$ cat config.mk
export PLATFORM = sky130hd
export DESIGN_NAME = bcd_ex3_serial_conv_flat
export DESIGN_NICKNAME = d
export VERILOG_FILES = /design/src/rtl/bcd_ex3_serial_conv_if.sv /design/src/rtl/bcd_ex3_serial_conv.sv /design/src/flat_wrapper.sv
export SDC_FILE = /design/constraint.sdc
export NUM_CORES = 1
export LEC_CHECK = 0
export CORE_UTILIZATION = 52
export DETAILED_ROUTE_END_ITERATION = 8
export PLACE_DENSITY = 0.8
export SKIP_CTS_REPAIR_TIMING = 1
export SLEW_MARGIN = 20
export SYNTH_ARGS = -nofsm -noshare
export SYNTH_HDL_FRONTEND = slang
export SYNTH_SLANG_ARGS = --single-unit
$ cat constraint.sdc
create_clock -name clk -period 3.3 [get_ports clk]
set_clock_uncertainty 0.2 [all_clocks]
set_input_delay 0.495 -clock clk [delete_from_list [all_inputs] [get_ports clk]]
set_output_delay 0.495 -clock clk [all_outputs]
set_load 0.05 [all_outputs]
$ cat src/rtl/bcd_ex3_serial_conv_if.sv
// Handshake bundle for the serial BCD <-> Excess-3 converter: input word
// channel and converted output word channel.
`timescale 1ns/1ps
interface bcd_ex3_serial_conv_if #(parameter int DIGITS = 4);
  logic                  in_valid;
  logic                  in_ready;
  logic                  in_mode;
  logic [DIGITS*4-1:0]   in_data;
  logic                  out_valid;
  logic                  out_ready;
  logic [DIGITS*4-1:0]   out_data;
  logic                  out_mode;
  logic                  out_err;
  logic [DIGITS-1:0]     out_err_mask;

  modport master (
    output in_valid, in_mode, in_data, out_ready,
    input  in_ready, out_valid, out_data, out_mode, out_err, out_err_mask
  );

  modport slave (
    input  in_valid, in_mode, in_data, out_ready,
    output in_ready, out_valid, out_data, out_mode, out_err, out_err_mask
  );
endinterface

$ cat src/rtl/bcd_ex3_serial_conv.sv
// Digit-serial BCD <-> Excess-3 converter: one digit per cycle, LSD first,
// result presented with a valid/ready handshake.
//
// state | meaning
// IDLE  | waiting for an input word
// CONV  | converting digit[cnt_q], one per cycle
// HOLD  | result valid, waiting for out_ready
`timescale 1ns/1ps
module bcd_ex3_serial_conv #(
  parameter int DIGITS = 4
) (
  input  logic                 clk,
  input  logic                 rst,
  bcd_ex3_serial_conv_if.slave bus,
  output logic                 busy
);

  localparam int CW = (DIGITS > 1) ? $clog2(DIGITS) : 1;
  localparam int W  = DIGITS * 4;

  typedef enum logic [1:0] {IDLE, CONV, HOLD} state_t;

  state_t            state_q, state_d;
  logic [CW-1:0]     cnt_q;
  logic [W-1:0]      wrk_q, wrk_d, odata_q;
  logic [DIGITS-1:0] msk_q, msk_d, omsk_q;
  logic              mode_q, omode_q;
  logic              in_ready, out_valid, accept, last;
  logic [3:0]        src, res;
  logic              bad;

  always_comb begin
    src = 4'h0;
    for (int i = 0; i < DIGITS; i++)
      if (cnt_q == CW'(i)) src = wrk_q[i*4 +: 4];
  end

  always_comb begin
    res = 4'h0;
    bad = 1'b0;
    if (!mode_q) begin
      if (src <= 4'd9) res = src + 4'd3;
      else begin
        res = 4'hF;
        bad = 1'b1;
      end
    end else begin
      if (src >= 4'd3 && src <= 4'd12) res = src - 4'd3;
      else begin
        res = 4'hF;
        bad = 1'b1;
      end
    end
  end

  // Converted digit is written back in place over its source digit.
  always_comb begin
    wrk_d = wrk_q;
    msk_d = msk_q;
    for (int i = 0; i < DIGITS; i++)
      if (cnt_q == CW'(i)) begin
        wrk_d[i*4 +: 4] = res;
        msk_d[i]        = bad;
      end
  end

  assign last   = (cnt_q == CW'(DIGITS - 1));
  assign accept = bus.in_valid & in_ready;

  always_ff @(posedge clk) begin
    if (rst) state_q <= IDLE;
    else     state_q <= state_d;
  end

  always_comb begin
    state_d   = state_q;
    in_ready  = 1'b0;
    busy      = 1'b0;
    out_valid = 1'b0;
    case (state_q)
      IDLE: begin
        in_ready = 1'b1;
        if (bus.in_valid) state_d = CONV;
      end
      CONV: begin
        busy = 1'b1;
        if (last) state_d = HOLD;
      end
      HOLD: begin
        out_valid = 1'b1;
        if (bus.out_ready) begin
          in_ready = 1'b1;
          state_d  = bus.in_valid ? CONV : IDLE;
        end
      end
      default: state_d = IDLE;
    endcase
    if (rst) begin
      in_ready  = 1'b0;
      busy      = 1'b0;
      out_valid = 1'b0;
    end
  end

  // Output registers only load on the last digit so they stay stable
  // through IDLE/CONV and carry the previous result until then.
  always_ff @(posedge clk) begin
    if (rst) begin
      cnt_q   <= '0;
      wrk_q   <= '0;
      msk_q   <= '0;
      mode_q  <= 1'b0;
      odata_q <= '0;
      omsk_q  <= '0;
      omode_q <= 1'b0;
    end else if (accept) begin
      wrk_q  <= bus.in_data;
      mode_q <= bus.in_mode;
      cnt_q  <= '0;
      msk_q  <= '0;
    end else if (state_q == CONV) begin
      wrk_q <= wrk_d;
      msk_q <= msk_d;
      if (last) begin
        cnt_q   <= '0;
        odata_q <= wrk_d;
        omsk_q  <= msk_d;
        omode_q <= mode_q;
      end else begin
        cnt_q <= cnt_q + 1'b1;
      end
    end
  end

  assign bus.in_ready     = in_ready;
  assign bus.out_valid    = out_valid;
  assign bus.out_data     = odata_q;
  assign bus.out_mode     = omode_q;
  assign bus.out_err_mask = omsk_q;
  assign bus.out_err      = |omsk_q;

endmodule

$ cat src/flat_wrapper.sv
// flat-port wrapper written by rule: the top's interface ports become plain ports
module bcd_ex3_serial_conv_flat 
#(
  parameter int DIGITS = 4
)
  (clk, rst, busy, bus_in_valid, bus_in_mode, bus_in_data, bus_out_ready, bus_in_ready, bus_out_valid, bus_out_data, bus_out_mode, bus_out_err, bus_out_err_mask);
  bcd_ex3_serial_conv_if #(.DIGITS(DIGITS)) bus_i ();
  input  logic clk;
  input  logic rst;
  output logic busy;
  input wire logic [$bits(bus_i.in_valid)-1:0] bus_in_valid;
  input wire logic [$bits(bus_i.in_mode)-1:0] bus_in_mode;
  input wire logic [$bits(bus_i.in_data)-1:0] bus_in_data;
  input wire logic [$bits(bus_i.out_ready)-1:0] bus_out_ready;
  output wire logic [$bits(bus_i.in_ready)-1:0] bus_in_ready;
  output wire logic [$bits(bus_i.out_valid)-1:0] bus_out_valid;
  output wire logic [$bits(bus_i.out_data)-1:0] bus_out_data;
  output wire logic [$bits(bus_i.out_mode)-1:0] bus_out_mode;
  output wire logic [$bits(bus_i.out_err)-1:0] bus_out_err;
  output wire logic [$bits(bus_i.out_err_mask)-1:0] bus_out_err_mask;
  assign bus_i.in_valid = bus_in_valid;
  assign bus_i.in_mode = bus_in_mode;
  assign bus_i.in_data = bus_in_data;
  assign bus_i.out_ready = bus_out_ready;
  assign bus_in_ready = bus_i.in_ready;
  assign bus_out_valid = bus_i.out_valid;
  assign bus_out_data = bus_i.out_data;
  assign bus_out_mode = bus_i.out_mode;
  assign bus_out_err = bus_i.out_err;
  assign bus_out_err_mask = bus_i.out_err_mask;
  bcd_ex3_serial_conv #(.DIGITS(DIGITS)) u_core (.clk(clk), .rst(rst), .bus(bus_i), .busy(busy));
endmodule
==> out/metrics.cfg, run 1 <==
[power_and_ir_drop]
peakVddDrop_mv=0.252
power_per_cell_area_nw_per_um2=426
leakage_nw=1.07
power_mw=1.33

[routing]
antenna_left=0
drt_iter0_markers=237
wl_per_cell_um=18.4
first_pass_iters=8
vias=2518
vias_per_cell=6.30
drc_errors=6
drt_wl_total_mm=7.37

[sta]
max_freq_ghz=0.338
hold_violations=0
finalCritPeriodShare_pct=89.6
max-slew-margin-rel_pct=53.4
slew_violations=0
setup_viol=0
tns_ns=0
setup_ws_ns=0.342
rsz0062_at_grt=no
fin_crit_ns=2.96
tightest_slew_ns=0.698

[logic_synthesis]
synth-async-reset-ratio_pct=0
syn-num-nets=334
synth_area_per_cell_um2=8.03
synthCells=308
ys_ff_latch=45
synth.distinct_cells=48
yosysTopAreaCell=dfxtp_1
yosysSeqAreaShare_pct=36.4
yosysWarningCount=0
synth_area_leaders=dfxtp_1, a21oi_1, nand3_1
synthesis.area_um2=2470
synth_top_area_share_pct=36.4
synth-edff-count=0
synthFlopType=dfxtp_1

[setup_path]
critPathRequiredTime_ns=3.28
crit_arrival_ns=2.94
critPathMaxFanout=19
rr_worst_depth=10
worstSetupPathType=reg -> reg
end_kind=flip-flop
start_kind=flip-flop

[floorplan]
die-area_um2=5030
initial_core_util_pct=55.3
io_pins=46
core_area_um2=4470
die_h_um=71.0
die_x_um=71.0
row_count=24

[finish]
fin_area_um2=3120
area_delta_synth_final_pct=26.0
seqCellArea_um2=901
fillers=371
fin_util_pct=69.6
fin_nets=373
diodes=0
multiInputGateArea_um2=1430
drive_above_1_share_pct=11.5

[placement]
portBuffers=45
gp_congestion=0.930
placed_cell_area_um2=3000
post-place-ws_ns=0.213
detailed_place_hpwl_mm=5.22

[clock_tree]
cts_buffers=5
cts_tree=built
ctsLongestPathBuffers=2
clk_pin_slew_ns=0.09
clock_latency_ns=0.30
cts-root-buf=clkbuf_8
cts_htree_levels=2
cts_sinks=45

[hold_path]
min_path_type=reg -> reg
worstHoldPathCells=2

[outcome]
violations=design-rule violations
outcome=complete, but fails checks

[global_routing]
grt_max_degree=27
grt-ovfl-total=0
grt_pass1_vias=2350
grt_pass1_wl_mm=11.8
grt_antenna_before_repair=0
grt_use_total_pct=30.4

[flow_run]
maxCapViolations=0

==> sequential cells by signal, indices dropped and copies added (netlist names) <==
register / flops
u_core.cnt_q: 2
u_core.mode_q: 1
u_core.wrk_q: 16
u_core.bus.out_err_mask: 4
u_core.bus.out_data: 16
u_core.msk_q: 3
u_core.bus.out_mode: 1
u_core.state_q: 2
==> cell type report <==
cell class	instances	area share, %
inverter	13	1.57
clock buffer	6	2.33
timing repair buffer	55	17.8
sequential	45	28.9
clock inverter	2	1.24
multi-input combinational	227	46.0
tap	52	2.09
==> power breakdown <==
| group | switching, mW | internal [mW] |
|---|---|---|
| sequential | 0.0182 | 0.560 |
| combinational | 0.194 | 0.131 |
| clock | 0.196 | 0.228 |
==> routing by layer <==
layer  GRT usage [%]  vias to the layer above  wire, µm
met5               0                        -         0
met4            13.8                        0       247
met3            4.84                       21       505
met2            50.3                      126      3510
met1            39.0                     1174      3110
li1                -                     1197         -
==> cells by family (layout without fill, tap and decap cells) <==
logic type / Yosys count / after routing / synth area share [%]
xor+xnor: 1 / 1 / 0.354
simple gates: 128 / 128 / 27.1
flops: 45 / 45 / 36.4
buf+inv: 36 / 76 / 5.87
mux: 1 / 1 / 0.455
compound gates: 92 / 92 / 27.3
fa+ha+maj: 5 / 5 / 2.53
==> layout by cell type (no fill, tap or decap), types with 3 or more instances in the layout <==
cell type / n
nand2_1: 35
a211o_1: 4
a311oi_1: 9
clkdlybuf4s50_1: 42
o21ai_1: 3
a31oi_1: 6
nor2b_1: 5
buf_12: 3
o21ai_0: 10
a22oi_1: 9
clkbuf_8: 5
a311oi_4: 3
nor3b_1: 5
and3_1: 5
o22ai_1: 4
nor2_1: 17
nor4_1: 4
buf_4: 10
ha_2: 3
nand3_1: 27
a21oi_1: 33
nor3_1: 5
nand2b_1: 10
dfxtp_1: 45
inv_1: 11
==> cell usage after synthesis (all sizes together), types with 3 or more instances <==
library cell  number
a211o              4
a21oi             33
a22oi              9
a311oi            13
a31oi              6
and3               5
buf                4
clkbuf            19
dfxtp             45
ha                 5
inv               13
nand2             35
nand2b            10
nand3             27
nand3b             3
nor2              19
nor2b              5
nor3               6
nor3b              6
nor4               4
o211ai             3
o21ai             13
o22ai              4
==> path summary, 6_finish.rpt <==
| check | from | endpoint | slack (ns) |
|---|---|---|---|
| worst max-delay path | u_core.cnt_q[0] | u_core.wrk_q[13] | 0.34 |
| worst max register to register | u_core.cnt_q[0] | u_core.wrk_q[13] | 0.34 |
| worst min-delay path | u_core.bus.out_data[12] | u_core.bus.out_data[12] | 0.26 |
| worst min register to register | u_core.bus.out_data[12] | u_core.bus.out_data[12] | 0.26 |
==> stage by stage <==
step | std cells | hold slack, ns
after CTS | 400 | 0.265
final | 400 | 0.263
after global placement | 392 | 0.244
after floorplan | 308 | 0.236
after global routing | 400 | 0.282
after detailed placement | 392 | 0.253
==> critical path: stages, from the launching register on <==
cell      delay, ns
dfxtp_1        0.35
inv_1          0.13
ha_2           0.43
nor3b_1        0.41
a311oi_4       0.10
inv_2          0.14
ha_1           0.23
a21oi_1        0.09
or3_1          0.43
nand2_1        0.23
o22ai_1        0.11
(Power assumes the default switching activity.)
==> inputs of run 2 (changes only) <==
--- a/config.mk
+++ b/config.mk
@@ -7,6 +7,7 @@
 export LEC_CHECK = 0
 export CORE_UTILIZATION = 52
 export DETAILED_ROUTE_END_ITERATION = 8
+export GPL_TIMING_DRIVEN = 0
 export PLACE_DENSITY = 0.8
 export SKIP_CTS_REPAIR_TIMING = 1
 export SLEW_MARGIN = 20
==> out/metrics.cfg, run 2 (synthesis gave the netlist of run 1 again) <==
[outcome]
outcome=complete, but fails checks
violations=design-rule violations

[global_routing]
grt_pass1_wl_mm=11.7
grt_use_total_pct=30.1
gr-usage-met3_pct=5.84
use_met1_pct=40.9
grt_busiest_layer=met2
grt_pass1_vias=2346
grt_antenna_before_repair=0
grt_max_degree=15
use_met2_pct=47.9
grt-ovfl-total=0

[power_and_ir_drop]
power_mw=1.31
p_comb_share_pct=24.0
clkPwrFrac_pct=32.1
leakage_nw=1.06
p_sw_share_pct=30.7
p_int_uw=911
power_switching_uw=403
peakVddDrop_mv=0.252
power_per_cell_area_nw_per_um2=421
seq_power_share_pct=43.9

[clock_tree]
clk_pin_slew_ns=0.09
cts-root-buf=clkbuf_8
clock_latency_ns=0.30
cts_tree=built
cts_sinks=45
cts_htree_levels=2
cts_buffers=5
ctsLongestPathBuffers=2

[placement]
detailed_place_hpwl_mm=5.27
placed_cell_area_um2=2980
gp_congestion=0.891
post-place-ws_ns=0.179
placedCellCount=404
portBuffers=44

[setup_path]
worstSetupPathType=reg -> reg
crit_slowest_cell=a311oi_4
crit_arrival_ns=3.14
cp_num_buf_inv=4
crit_cells=13
max_stage_delay_ns=0.47
crit_top_cell=ha_1
crit_chain=inv_1 -> ha_1 -> buf_2 -> nand3b_1 -> a311oi_4 -> inv_2 -> ha_1 -> nor2_1 -> o21ai_1 -> and3_1 -> clkbuf_1 -> a211o_1 -> a21oi_1
critPathRequiredTime_ns=3.33
crit_family=compound AO/OA/AOI/OAI gates
rr_worst_depth=13
end_kind=flip-flop
start_kind=flip-flop
critPathMaxFanout=8

[hold_path]
worstHoldPathCells=2
min_path_type=reg -> reg

[routing]
drt_wl_total_mm=7.34
first_pass_iters=7
vias_per_cell=6.40
drt_iter0_markers=356
antenna_left=0
wl_per_cell_um=17.6
drc_errors=6
vias=2663

[floorplan]
initial_core_util_pct=55.3
die_h_um=71.0
io_pins=46
core_area_um2=4470
die_x_um=71.0
die-area_um2=5030
row_count=24

[sta]
max_freq_ghz=0.321
hold_violations=0
fin_hold_ws_ns=0.257
tns_ns=0
tightest_slew_ns=0.602
max-slew-margin-rel_pct=59.6
fin_crit_ns=3.11
finalCritPeriodShare_pct=94.3
setup_viol=0
setup_ws_ns=0.188
slew_violations=0

[finish]
fillers=382
fin_cells=416
drive_above_1_share_pct=8.79
diodes=0
final_common_cell=dfxtp_1
fin_util_pct=69.7
fin_nets=389
fin_area_um2=3120
final_cell_mix=dfxtp_1, clkdlybuf4s50_1, nand2_1
area_delta_synth_final_pct=26.2

[flow_run]
maxCapViolations=0

==> run 2: cell count changes in the layout (fill, tap and decap cells not counted), sizes merged <==
cell           before  now
clkdlybuf4s50      42   44
buf                13    8
clkbuf              6   25
==> run 2: final cells by class <==
cell class / instances / area, µm² / share of cell area [%]
buffer: 23 / 96.3 / 3.09
clock buffer: 6 / 72.6 / 2.33
timing repair buffer: 48 / 470 / 15.1
tap: 52 / 65.1 / 2.09
sequential: 45 / 901 / 28.9
clock inverter: 2 / 38.8 / 1.24
multi-input combinational: 227 / 1430 / 45.7
inverter: 13 / 48.8 / 1.56
==> run 2: final timing paths <==
path / from / endpoint / slack [ns]
hold / removal: u_core.bus.out_data[12] / u_core.bus.out_data[12] / 0.26
setup / recovery: u_core.cnt_q[0] / u_core.wrk_q[8] / 0.19
hold reg to reg: u_core.bus.out_data[12] / u_core.bus.out_data[12] / 0.26
setup reg to reg: u_core.cnt_q[0] / u_core.wrk_q[8] / 0.19
==> run 2: worst register-to-register path, cell delays in order (launching register included) <==
cell and delay, ns:
dfxtp_1 0.34, inv_1 0.12, ha_1 0.15, buf_2 0.23, nand3b_1 0.17, a311oi_4 0.47
inv_2 0.13, ha_1 0.26, nor2_1 0.10, o21ai_1 0.06, and3_1 0.19, clkbuf_1 0.18
a211o_1 0.32, a21oi_1 0.13
==> run 2: power groups by stage <==
stage / sequential, mW / combinational [mW] / clock [mW]
3_5_place_dp: 0.588 / 0.294 / 0
6_report: 0.577 / 0.316 / 0.422
5_1_grt: 0.579 / 0.338 / 0.447
3_3_place_gp: 0.588 / 0.291 / 0
4_1_cts: 0.576 / 0.296 / 0.424
2_1_floorplan: 0.585 / 0.210 / 0
==> run 2: metal layers <==
| metal | vias up | part of all wire [%] |
|---|---|---|
| met5 | - | 0 |
| met3 | 23 | 9.1 |
| li1 | 1231 | - |
| met4 | 0 | 2.7 |
| met1 | 1236 | 42 |
| met2 | 173 | 46 |
